$ cat src/rtl/bus_slave_connect_ctrl.sv
// Address-phase sequencer for the shared serial bus: captures the granted master's
// serial slave ID, checks it against slave readiness and connects the master to that slave.
module bus_slave_connect_ctrl #(
    parameter int ADDR_WIDTH = 2,
    parameter int NUM_SLAVES = 3,
    parameter int TIMEOUT    = 16
) (
    input  logic                  sys_clk,
    input  logic                  sys_rst,
    input  logic [1:0]            bus_grant,
    input  logic                  m_valid,
    input  logic                  m_data,
    input  logic [NUM_SLAVES-1:0] slave_ready,
    input  logic [NUM_SLAVES-1:0] slave_done,
    output logic [NUM_SLAVES-1:0] slave_en,
    output logic [1:0]            mux_sel,
    output logic                  addr_ack,
    output logic                  addr_nack,
    output logic                  busy
);

    localparam int CW = $clog2(ADDR_WIDTH + 1);
    localparam int TW = $clog2(TIMEOUT);

    typedef enum logic [2:0] {
        S_IDLE,
        S_ADDR,
        S_CHECK,
        S_CONNECT,
        S_RELEASE
    } state_t;

    state_t                  r_state;
    logic [1:0]              r_owner;
    logic [ADDR_WIDTH-1:0]   r_id;
    logic [CW-1:0]           r_bit_cnt;
    logic [TW-1:0]           r_tcnt;
    logic [NUM_SLAVES-1:0]   r_slave_en;
    logic [1:0]              r_mux_sel;
    logic                    r_ack;
    logic                    r_nack;
    logic                    r_busy;

    logic [NUM_SLAVES-1:0]   w_id_hot;
    logic                    w_id_valid;
    logic                    w_id_ready;
    logic                    w_id_done;
    logic                    w_grant_valid;
    logic                    w_abort;

    // IDs at or beyond NUM_SLAVES decode to all-zero, which doubles as the range check.
    function automatic logic [NUM_SLAVES-1:0] f_onehot(input logic [ADDR_WIDTH-1:0] id);
        logic [NUM_SLAVES-1:0] v;
        v = '0;
        for (int i = 0; i < NUM_SLAVES; i++) begin
            v[i] = (id == ADDR_WIDTH'(i));
        end
        return v;
    endfunction

    // Decode of the captured ID and the grant conditions used by the sequencer.
    always_comb begin
        w_id_hot      = f_onehot(r_id);
        w_id_valid    = |w_id_hot;
        w_id_ready    = |(slave_ready & w_id_hot);
        w_id_done     = |(slave_done & w_id_hot);
        w_grant_valid = (bus_grant == 2'b01) || (bus_grant == 2'b10);
        w_abort       = (bus_grant != r_owner);
    end

    // Address-phase sequencer with registered outputs.
    always_ff @(posedge sys_clk) begin
        if (sys_rst) begin
            r_state    <= S_IDLE;
            r_owner    <= 2'b00;
            r_id       <= '0;
            r_bit_cnt  <= '0;
            r_tcnt     <= '0;
            r_slave_en <= '0;
            r_mux_sel  <= 2'b11;
            r_ack      <= 1'b0;
            r_nack     <= 1'b0;
            r_busy     <= 1'b0;
        end else begin
            r_ack  <= 1'b0;
            r_nack <= 1'b0;
            case (r_state)
                S_IDLE: begin
                    if (w_grant_valid) begin
                        r_owner   <= bus_grant;
                        r_bit_cnt <= '0;
                        r_id      <= '0;
                        r_state   <= S_ADDR;
                        r_busy    <= 1'b1;
                    end
                end
                S_ADDR: begin
                    if (w_abort) begin
                        r_state <= S_IDLE;
                        r_busy  <= 1'b0;
                    end else if (m_valid) begin
                        r_id      <= {r_id[ADDR_WIDTH-2:0], m_data};
                        r_bit_cnt <= r_bit_cnt + CW'(1);
                        if (r_bit_cnt == CW'(ADDR_WIDTH - 1)) begin
                            r_state <= S_CHECK;
                            r_tcnt  <= '0;
                        end
                    end
                end
                S_CHECK: begin
                    if (w_abort) begin
                        r_state <= S_IDLE;
                        r_busy  <= 1'b0;
                    end else if (!w_id_valid) begin
                        r_nack  <= 1'b1;
                        r_state <= S_RELEASE;
                    end else if (w_id_ready) begin
                        r_slave_en <= w_id_hot;
                        r_mux_sel  <= 2'(r_id);
                        r_ack      <= 1'b1;
                        r_state    <= S_CONNECT;
                    end else if (r_tcnt == TW'(TIMEOUT - 1)) begin
                        r_nack  <= 1'b1;
                        r_state <= S_RELEASE;
                    end else begin
                        r_tcnt <= r_tcnt + TW'(1);
                    end
                end
                S_CONNECT: begin
                    if (w_abort) begin
                        r_slave_en <= '0;
                        r_mux_sel  <= 2'b11;
                        r_state    <= S_IDLE;
                        r_busy     <= 1'b0;
                    end else if (w_id_done) begin
                        r_slave_en <= '0;
                        r_mux_sel  <= 2'b11;
                        r_state    <= S_RELEASE;
                    end
                end
                S_RELEASE: begin
                    // Grant must drop before the same master can start another transfer.
                    if (!w_grant_valid) begin
                        r_state <= S_IDLE;
                        r_busy  <= 1'b0;
                    end
                end
                default: begin
                    r_state    <= S_IDLE;
                    r_slave_en <= '0;
                    r_mux_sel  <= 2'b11;
                    r_busy     <= 1'b0;
                end
            endcase
        end
    end

    assign slave_en  = r_slave_en;
    assign mux_sel   = r_mux_sel;
    assign addr_ack  = r_ack;
    assign addr_nack = r_nack;
    assign busy      = r_busy;

endmodule
$ cat config.mk
export PLATFORM = sky130hd
export DESIGN_NAME = bus_slave_connect_ctrl
export DESIGN_NICKNAME = d
export VERILOG_FILES = /design/src/rtl/bus_slave_connect_ctrl.sv
export SDC_FILE = /design/constraint.sdc
export NUM_CORES = 1
export LEC_CHECK = 0
export ABC_AREA = 1
export ABC_CLOCK_PERIOD_IN_PS = 1300
export CAP_MARGIN = 0
export CORE_ASPECT_RATIO = 1.5
export CORE_UTILIZATION = 55
export DETAILED_ROUTE_END_ITERATION = 8
export DONT_BUFFER_PORTS = 1
export PLACE_DENSITY = 0.7
export SLEW_MARGIN = 5
export SYNTH_ARGS = -nofsm -noshare
export SYNTH_HDL_FRONTEND = slang
export SYNTH_SLANG_ARGS = --single-unit
$ cat constraint.sdc
create_clock -name sys_clk -period 1.3 [get_ports sys_clk]
set_clock_uncertainty 0.1 [all_clocks]
set_input_delay 0.195 -clock sys_clk [delete_from_list [all_inputs] [get_ports sys_clk]]
set_output_delay 0.195 -clock sys_clk [all_outputs]
set_load 0.1 [all_outputs]
==> reports/results.txt, run 1 <==
Status -> finished with violations
Failing checks -> setup timing
Area Growth Syn to Fin -> 56.33%
H-tree levels -> 1
Final setup viols -> 21
Die Span Y -> 60.30 µm
Row count -> 20
Share of layout cells above drive strength 1 -> 55.00%
Post-synth top area share -> 33.73%
Max Slew Vio Count -> 0
Ports -> 20
Vias in the first global route -> 1315
Leakage -> 0.0008782 µW
Minimum clock period -> 1.661 ns
CTS clk-pin slew, worst paths -> 0.14 ns
Root buf cell -> clkbuf_4
EDFF count, synth -> 0
Finished Layout Cells -> 262
Final number of hold-violating endpoints -> 0
Starting Density -> 60.00%
First-pass GRT wire length -> 5.313 mm
Synthesized area -> 1246 µm²
Peak supply drop -> 1.802 mV
Util after Layout -> 93.80%
Synth area leaders -> dfxtp_1 (34%), nand2_1 (14%), nand3_1 (10%), nor2_1 (8.7%), inv_1 (5.7%)
Initial DRC Count -> 82
Crit path kind -> flip-flop to flip-flop
Syn Inst Count -> 192
Inst Count DP -> 240
Worst Setup End Kind -> flip-flop
Post-DP HPWL -> 2.170 mm
Crit-path max FO -> 5
Yosys top cell by area -> dfxtp_1
Initial antenna violation count -> 0
Reg2Reg Depth -> 10
R2r endpoint -> slave_en[1]$_SDFFE_PP0P_
Flop2flop setup slack -> -0.36 ns
Clk sink count -> 21
Crit path buffers/inverters -> 4
Avg Synthesized Cell Area -> 6.491 µm²
Synth Flop Type -> dfxtp_1
Vias -> 1633
Worst Path Required -> 1.46 ns
Distinct cells, synth -> 24
Hold slack -> 0.09266 ns
Slowest-stage cell, CP -> dfxtp_4
Total GRT Usage -> 31.43%
Family with the most delay on the worst path -> simple AND/OR/NAND/NOR gates
Grt total ovfl -> 0
Crit path DAT -> 1.82 ns
PD cells -> 2176 nW/µm²
DRC -> 0
Launch point of the worst path -> r_state[2]$_SDFFE_PP0P_
Final WS setup -> -0.3610 ns
IO Port Bufs -> 0
Synthesized flop and latch total -> 21
Largest net degree at the start of global routing -> 16
Crit path largest cell delay -> 0.39 ns
Part of the Yosys area used for sequential elements -> 33.73%
Die width -> 40.87 µm
Fin nets -> 255
Antenna diode count -> 0
WL/cell -> 19.27 µm
Reg2reg start -> r_state[2]$_SDFFE_PP0P_
Fin crit share -> 127.8%
Num CTS Buffers -> 3
Rel. slew slack -> 64.77%
Unrepaired setup endpoints after global routing -> true
First drt pass iteration count -> 5
Setup Total Neg Slack -> -4.480 ns
Vias per cell -> 6.233
Clk Latency, worst-skew pair -> 0.33 ns
Gp weighted congestion -> 0.9086
Fmax -> 602.0 MHz
Warnings, synthesis -> 0
Clk buf depth -> 2
Total Wirelength -> 5.049 mm
CTS tree -> done
Critical Path Start Type -> flip-flop
Core area -> 2077 µm²
Async SR Flop Fraction -> 0%
Routed Antenna Nets -> 0
Worst Max-Slew Pin Slew -> 0.5279 ns
Syn nets -> 206
Class of the worst hold path -> primary input to flip-flop
Setup crit end -> slave_en[1]$_SDFFE_PP0P_
Max cap viols -> 0
CP Cell Sequence -> inv_2 -> nand2_4 -> nor2_4 -> buf_6 -> buf_4 -> buf_6 -> nand3_1 -> nand3_1 -> nand2_1 -> nor2_1
Die ar. -> 2464 µm²
Crit path depth -> 10
[worst register-to-register path, cell delays in order (launching register included)]
cell and delay [ns]:
dfxtp_4 0.39, inv_2 0.08, nand2_4 0.06, nor2_4 0.17, buf_6 0.16, buf_4 0.12, buf_6 0.11, nand3_1 0.09
nand3_1 0.10, nand2_1 0.07, nor2_1 0.13
[metal layers]
metal  wire (µm)  share of wire [%]  track usage [%]  up-vias
li1            -                  -                -      718
met1        1756                 35            33.94      749
met2        2456                 49            53.13      119
met3         452                9.0            5.576       47
met4         384                7.6            19.05        0
met5           0                  0                0        -
[cells by family after synthesis]
family / count (synthesis) / synth area share (%)
flip-flops: 21 / 33.73
adder cells (fa/ha/maj): 2 / 2.008
XOR/XNOR: 2 / 2.009
buffers and inverters: 26 / 8.634
AO/OA/AOI/OAI: 21 / 9.237
AND/OR/NAND/NOR: 120 / 44.38
[stage by stage]
| stage | total power [µW] | area [µm²] | setup slack (ns) |
|---|---|---|---|
| global route | 4437 | 1948 | -0.4435 |
| floorplan | 2428 | 1311 | -0.05666 |
| detailed placement | 2935 | 1545 | -0.1865 |
| CTS | 3567 | 1757 | -0.1311 |
| global placement | 2888 | 1545 | -0.1517 |
| finish | 4240 | 1948 | -0.3610 |
[what timing repair did]
action | in CTS | in global routing
setup endpoints to repair | 20 | 21
resized for setup | 20 | 49
pin swaps | 18 | 9
endpoints found under the hold margin | 8 | 0
buffers inserted | 11 | 3
hold buffers | 4 | 0
[power breakdown]
group	internal [µW]	switching [µW]
clock network	116	234
logic	1090	1740
registers	835	225
[registers in the layout, indices dropped and copies added (netlist names)]
register,flops
r_tcnt,4
r_owner,2
slave_en,3
r_bit_cnt,2
mux_sel,2
r_id,2
addr_ack,1
addr_nack,1
r_state,3
busy,1
[cell usage in the layout (no fill, tap or decap), types with 3 or more instances in the layout]
cell / instances
inv_2: 9
clkbuf_4: 3
nand3_4: 3
nor2_1: 20
nand3_1: 19
buf_6: 6
nand2_1: 29
dlygate4sd3_1: 4
dfxtp_1: 8
dfxtp_4: 7
nor2_2: 8
nand3_2: 6
inv_1: 11
dfxtp_2: 6
a21oi_1: 5
o21ai_0: 4
nand2_2: 15
a21oi_2: 6
nor2_4: 9
buf_4: 37
nand2_4: 5
[cell usage after synthesis (2+ instances only)]
library cell / instances
a21oi_1: 11
buf_2: 2
dfxtp_1: 21
ha_1: 2
inv_1: 19
inv_2: 3
nand2_1: 46
nand2_2: 3
nand3_1: 26
nand3_2: 2
nand4_1: 2
nor2_1: 29
nor2_2: 5
nor2_4: 3
nor3_1: 3
o21ai_0: 7
[cell type report]
cell class                 count  area, µm²
multi-input combinational    145      945.9
clock inverter                 1      5.005
timing repair buffer          48      405.4
fill                          73      128.9
inverter                      22      87.58
clock buffer                   3      22.52
tap                           22      27.53
sequential                    21      454.2
[how the worst min path moves through the flow]
stage / depth (start not counted) / slack, ns / start / end
6_report: 5 / 0.09 / m_valid / r_bit_cnt[1]$_SDFFE_PP0P_
4_1_cts: 3 / 0.05 / bus_grant[0] / r_state[2]$_SDFFE_PP0P_
3_3_place_gp: 1 / 0.16 / sys_rst / busy$_SDFFE_PP0P_
5_1_grt: 3 / 0.11 / bus_grant[0] / r_state[2]$_SDFFE_PP0P_
2_1_floorplan: 2 / 0.23 / bus_grant[1] / r_owner[1]$_SDFFE_PP0P_
3_5_place_dp: 1 / 0.16 / sys_rst / r_state[2]$_SDFFE_PP0P_
(Power assumes the default switching activity.)
==> run 2, diff against run 1 <==
Settings changed: MAX_ROUTING_LAYER set to met4, PLACE_DENSITY 0.7 to 0.81, SKIP_CTS_REPAIR_TIMING set to 1.
==> reports/results.txt, run 2 (synthesized netlist as in run 1, its figures left out) <==
Unrepaired setup endpoints after global routing -> true
Gp weighted congestion -> 0.9013 (-0.80%)
Leakage -> 0.0008320 µW (-5.3%)
Area Growth Syn to Fin -> 51.31%
Crit path kind -> flip-flop to flip-flop
CP dominant cell by count -> nor2_4
Total Wirelength -> 4.158 mm (-18%)
Rel. slew slack -> 67.13% (+2.4 points)
Total GRT Usage -> 28.07% (-3.4 points)
Largest net degree at the start of global routing -> 16 (unchanged)
IO Port Bufs -> 0 (unchanged)
Final number of hold-violating endpoints -> 0 (unchanged)
Fin nets -> 245 (-3.9%)
Share of layout cells above drive strength 1 -> 52.61% (-2.4 points)
Hold slack -> 0.1016 ns (+0.008983 ns)
First-pass GRT wire length -> 4.705 mm (-11%)
PD cells -> 2112 nW/µm² (-2.9%)
Place WS -> -0.2273 ns (-0.04086 ns)
CTS tree -> done
Crit path largest cell delay -> 0.40 ns (about the same)
Worst Path Required -> 1.44 ns (-0.02 ns)
First drt pass iteration count -> 5 (unchanged)
Worst Setup End Kind -> flip-flop
Vias in the first global route -> 1226 (-6.8%)
Initial antenna violation count -> 0 (unchanged)
CP Cell Sequence -> buf_6 -> nand2_2 -> nor2_2 -> nand3_2 -> nor2_4 -> nor2_4 -> nand3_1 -> nand2_1 -> nor2_1
Minimum clock period -> 1.594 ns (-0.06678 ns)
Largest Register -> r_tcnt
Max cap viols -> 0 (unchanged)
WL/cell -> 16.50 µm (-14%)
Hold path depth -> 4 (-1)
Starting Density -> 60.00% (unchanged)
Crit-path max FO -> 5 (unchanged)
Final WS setup -> -0.2942 ns (+0.06678 ns)
Max Slew Vio Count -> 0 (unchanged)
Tot Pwr -> 3983 µW (-6.1%)
Routed Antenna Nets -> 0 (unchanged)
Peak supply drop -> 1.572 mV (-13%)
Clk Latency, worst-skew pair -> 0.30 ns (-0.03 ns)
Class of the worst hold path -> primary input to flip-flop
Vias per cell -> 5.913 (-5.1%)
Post-DP HPWL -> 2.403 mm (+11%)
Row count -> 20 (unchanged)
Die Span Y -> 60.30 µm (unchanged)
Final setup viols -> 21 (unchanged)
Failing checks -> setup timing
Vias -> 1490 (-8.8%)
Reg2Reg Depth -> 9 (-1)
Ports -> 20 (unchanged)
Root buf cell -> clkbuf_4
Worst Max-Slew Pin Slew -> 0.4925 ns (-0.03539 ns)
Most frequent cells in the layout -> buf_4 (29), nand2_1 (28), nor2_1 (19)
Clk buf depth -> 2 (unchanged)
Fmax -> 627.3 MHz (+4.2%)
Die width -> 40.87 µm (unchanged)
H-tree levels -> 1 (unchanged)
Antenna diode count -> 0 (unchanged)
Clk sink count -> 21 (unchanged)
Num CTS Buffers -> 3 (unchanged)
Util after Layout -> 90.78% (-3.0 points)
CTS clk-pin slew, worst paths -> 0.12 ns (-0.02 ns)
Initial DRC Count -> 79 (-3.7%)
Core area -> 2077 µm² (unchanged)
Critical Path Start Type -> flip-flop
Die ar. -> 2464 µm² (unchanged)
Slowest-stage cell, CP -> dfxtp_4
DRC -> 0 (unchanged)
Crit path DAT -> 1.74 ns (-0.08 ns)
Grt total ovfl -> 0 (unchanged)
Status -> finished with violations
Max FFs per register -> 4 (unchanged)
Fin crit share -> 122.6% (-5.1 points)
Most common library cell in the layout ignoring fill and taps -> buf_4
[run 2: cell count changes in the layout (fill, tap and decap cells not counted), moves of 2 or more]
cell / delta
nand3_2: +2
nor2_4: +3
nor2_2: -2
inv_4: +2
dfxtp_4: -2
buf_4: -8
buf_6: -2
a21oi_2: -2
a21oi_1: +2
[run 2: per-layer routing]
metal	track usage (%)	part of all wire, %
met5	-	0
met4	15.71	5.8
met3	2.974	5.9
met2	50.67	49
met1	26.27	39
[run 2: layout make-up]
type | count | area (µm²)
Sequential cell | 21 | 447.9
Tap cell | 22 | 27.53
Inverter | 22 | 92.59
Multi-Input combinational cell | 145 | 968.4
Timing Repair Buffer | 38 | 322.8
Fill cell | 93 | 191.4
Clock buffer | 4 | 26.28
[run 2: worst max-delay path, delay by kind of cell (launching register included)]
family	cells	cell delay, ns
flops	1	0.40
simple gates	8	0.92
buf+inv	1	0.11
[run 2: stage by stage]
step	instances	instance area, µm²	TNS (ns)
after floorplan	192	1311	-0.3933
after global placement	239	1525	-2.047
after detailed placement	239	1525	-3.562
after CTS	243	1551	-4.105
after global routing	252	1886	-4.685
final	252	1886	-3.389
[run 2: worst paths after layout]
kind | startpoint | to | slack [ns]
worst max register to register | r_state[1]$_SDFFE_PP0P_ | r_state[0]$_SDFFE_PP0P_ | -0.29
worst min-delay path | m_valid | r_bit_cnt[1]$_SDFFE_PP0P_ | 0.10
worst min register to register | mux_sel[1]$_SDFFE_PP1P_ | mux_sel[1]$_SDFFE_PP1P_ | 0.38
worst max-delay path | r_state[1]$_SDFFE_PP0P_ | r_state[0]$_SDFFE_PP0P_ | -0.29
[run 2: report_power, final]
group / internal (µW) / leakage [µW] / switching (µW)
Combinational: 962 / 0.000639 / 1680
Clock: 120 / 0.0000150 / 200
Sequential: 826 / 0.000178 / 200
==> run 3, diff against run 2 <==
Settings changed: TNS_END_PERCENT set to 20.
==> reports/results.txt, run 3 (synthesized netlist as in run 1, its figures left out) <==
Fin crit share -> 134.6% (+12 points)
Largest net degree at the start of global routing -> 16 (unchanged)
Max cap viols -> 0 (unchanged)
Most frequent cells in the layout -> nand2_1 (39), buf_4 (35), nand3_1 (21)
H-tree levels -> 1 (unchanged)
Unrepaired setup endpoints after global routing -> true
Clk sink count -> 21 (unchanged)
Core area -> 2077 µm² (unchanged)
Family with the most delay on the worst path -> simple AND/OR/NAND/NOR gates
Worst Setup End Kind -> flip-flop
Grt total ovfl -> 0 (unchanged)
Fmax -> 571.7 MHz (-8.9%)
First-pass GRT wire length -> 4.747 mm (+0.89%)
Area Growth Syn to Fin -> 49.10%
Routed Antenna Nets -> 0 (unchanged)
Hold path depth -> 1 (-3)
Worst Max-Slew Pin Slew -> 0.4698 ns (-0.02268 ns)
Reg2reg start -> r_id[0]$_SDFFE_PP0P_
Num CTS Buffers -> 3 (unchanged)
Launch point of the worst path -> r_id[0]$_SDFFE_PP0P_
CTS tree -> done
Vias per cell -> 6.357 (+7.5%)
Worst Path Required -> 1.45 ns (about the same)
Crit path DAT -> 1.90 ns (+0.16 ns)
Post-DP HPWL -> 2.466 mm (+2.6%)
Total GRT Usage -> 28.58% (+0.51 points)
CP Cell Sequence -> inv_2 -> nand3_1 -> nand3_4 -> inv_1 -> nand3_2 -> nand2_1 -> nand3_1 -> a21oi_1
Initial DRC Count -> 182 (+130%)
Fin nets -> 251 (+2.4%)
Minimum clock period -> 1.749 ns (+0.1549 ns)
Antenna diode count -> 0 (unchanged)
Reg2Reg Depth -> 8 (-1)
Total Wirelength -> 4.906 mm (+18%)
Row count -> 20 (unchanged)
Final setup viols -> 21 (unchanged)
Die width -> 40.87 µm (unchanged)
Leakage -> 0.0008307 µW (-0.15%)
Peak supply drop -> 1.501 mV (-4.5%)
Crit path kind -> flip-flop to flip-flop
Root buf cell -> clkbuf_4
CTS clk-pin slew, worst paths -> 0.13 ns (about the same)
Status -> finished with violations
Vias in the first global route -> 1221 (-0.41%)
GR met2 Demand/Resource -> 53.57% (+2.9 points)
Vias -> 1640 (+10%)
Largest Register -> r_tcnt
Clk buf depth -> 2 (unchanged)
Met1 Use GR -> 26.50% (+0.23 points)
Ports -> 20 (unchanged)
DRC -> 0 (unchanged)
Crit path largest cell delay -> 0.44 ns (+0.04 ns)
Class of the worst hold path -> primary input to flip-flop
Failing checks -> hold timing, setup timing
First drt pass iteration count -> 5 (unchanged)
Initial antenna violation count -> 0 (unchanged)
Critical Path Start Type -> flip-flop
Final number of hold-violating endpoints -> 7 (+7)
Crit-path max FO -> 7 (+2)
Max FFs per register -> 4 (unchanged)
Die Span Y -> 60.30 µm (unchanged)
Max Slew Vio Count -> 0 (unchanged)
Crit path buffers/inverters -> 2 (+1)
Most common library cell in the layout ignoring fill and taps -> nand2_1
IO Port Bufs -> 0 (unchanged)
Setup Total Neg Slack -> -6.430 ns (-3.041 ns)
Final WS setup -> -0.4492 ns (-0.1549 ns)
GRT Max-Usage Layer -> met2
WL/cell -> 19.02 µm (+15%)
Met3 Use GR -> 4.833% (+1.9 points)
Rel. slew slack -> 68.65% (+1.5 points)
Die ar. -> 2464 µm² (unchanged)
Starting Density -> 60.00% (unchanged)
Share of layout cells above drive strength 1 -> 47.88% (-4.7 points)
CP dominant cell by count -> nand3_1
Hold Crit Start -> sys_rst
Gp weighted congestion -> 0.8666 (-3.8%)
Slowest-stage cell, CP -> dfxtp_4
PD cells -> 2225 nW/µm² (+5.3%)
Hold slack -> -0.1802 ns (-0.2818 ns)
Crit path depth -> 8 (-1)
Clk Latency, worst-skew pair -> 0.31 ns (about the same)
==> run 3: cell types whose count changed in the layout (fill, tap and decap cells not counted), moves of 3 or more <==
| cell | previous run | this run |
|---|---|---|
| nor2_4 | 12 | 9 |
| inv_4 | 4 | 1 |
| nand3_2 | 8 | 4 |
| buf_4 | 29 | 35 |
| buf_12 | 1 | 4 |
| nand2_1 | 28 | 39 |
| dlygate4sd3_1 | 4 | 1 |
| nand3_1 | 18 | 21 |
| nand2_4 | 5 | 1 |
| nand2_2 | 16 | 9 |
==> run 3: power breakdown <==
| part | switching [µW] | internal (µW) |
|---|---|---|
| sequential | 219 | 824 |
| combinational | 1710 | 1060 |
| clock | 214 | 115 |
| total | 2140 | 2000 |
==> run 3: layout make-up <==
class | instances | area [µm²]
repair buffers | 44 | 397.9
well taps | 22 | 27.53
fillers | 93 | 219.0
multi-input cells | 145 | 879.6
clock buffers | 3 | 22.52
inverters | 22 | 85.08
clock inverters | 1 | 5.005
flip-flops and latches | 21 | 440.4
==> run 3: stage by stage <==
| step | instances | setup slack, ns | power (µW) | area (µm²) | utilization, % |
|---|---|---|---|---|---|
| after global routing | 258 | -0.4771 | 4268 | 1858 | 89.46 |
| after floorplan | 192 | -0.08963 | 2371 | 1281 | - |
| after detailed placement | 247 | -0.2559 | 3097 | 1605 | 77.29 |
| after CTS | 251 | -0.2858 | 3408 | 1633 | 78.61 |
| final | 258 | -0.4492 | 4135 | 1858 | 89.46 |
| after global placement | 247 | -0.1746 | 2996 | 1605 | 77.29 |
==> run 3: layer usage <==
layer  part of all wire, %  wire [µm]  up-vias
met5                     0          0        -
met4                   9.0        441        0
met3                   9.3        458       61
met2                    50       2454      153
met1                    32       1552      721
li1                      -          -      705
==> run 3: path summary, 6_finish.rpt <==
| kind | endpoint | slack, ns |
|---|---|---|
| worst max-delay path | r_state[2]$_SDFFE_PP0P_ | -0.45 |
| worst min-delay path | r_state[2]$_SDFFE_PP0P_ | -0.18 |
| worst max register to register | r_state[2]$_SDFFE_PP0P_ | -0.45 |
| worst min register to register | r_owner[1]$_SDFFE_PP0P_ | 0.39 |
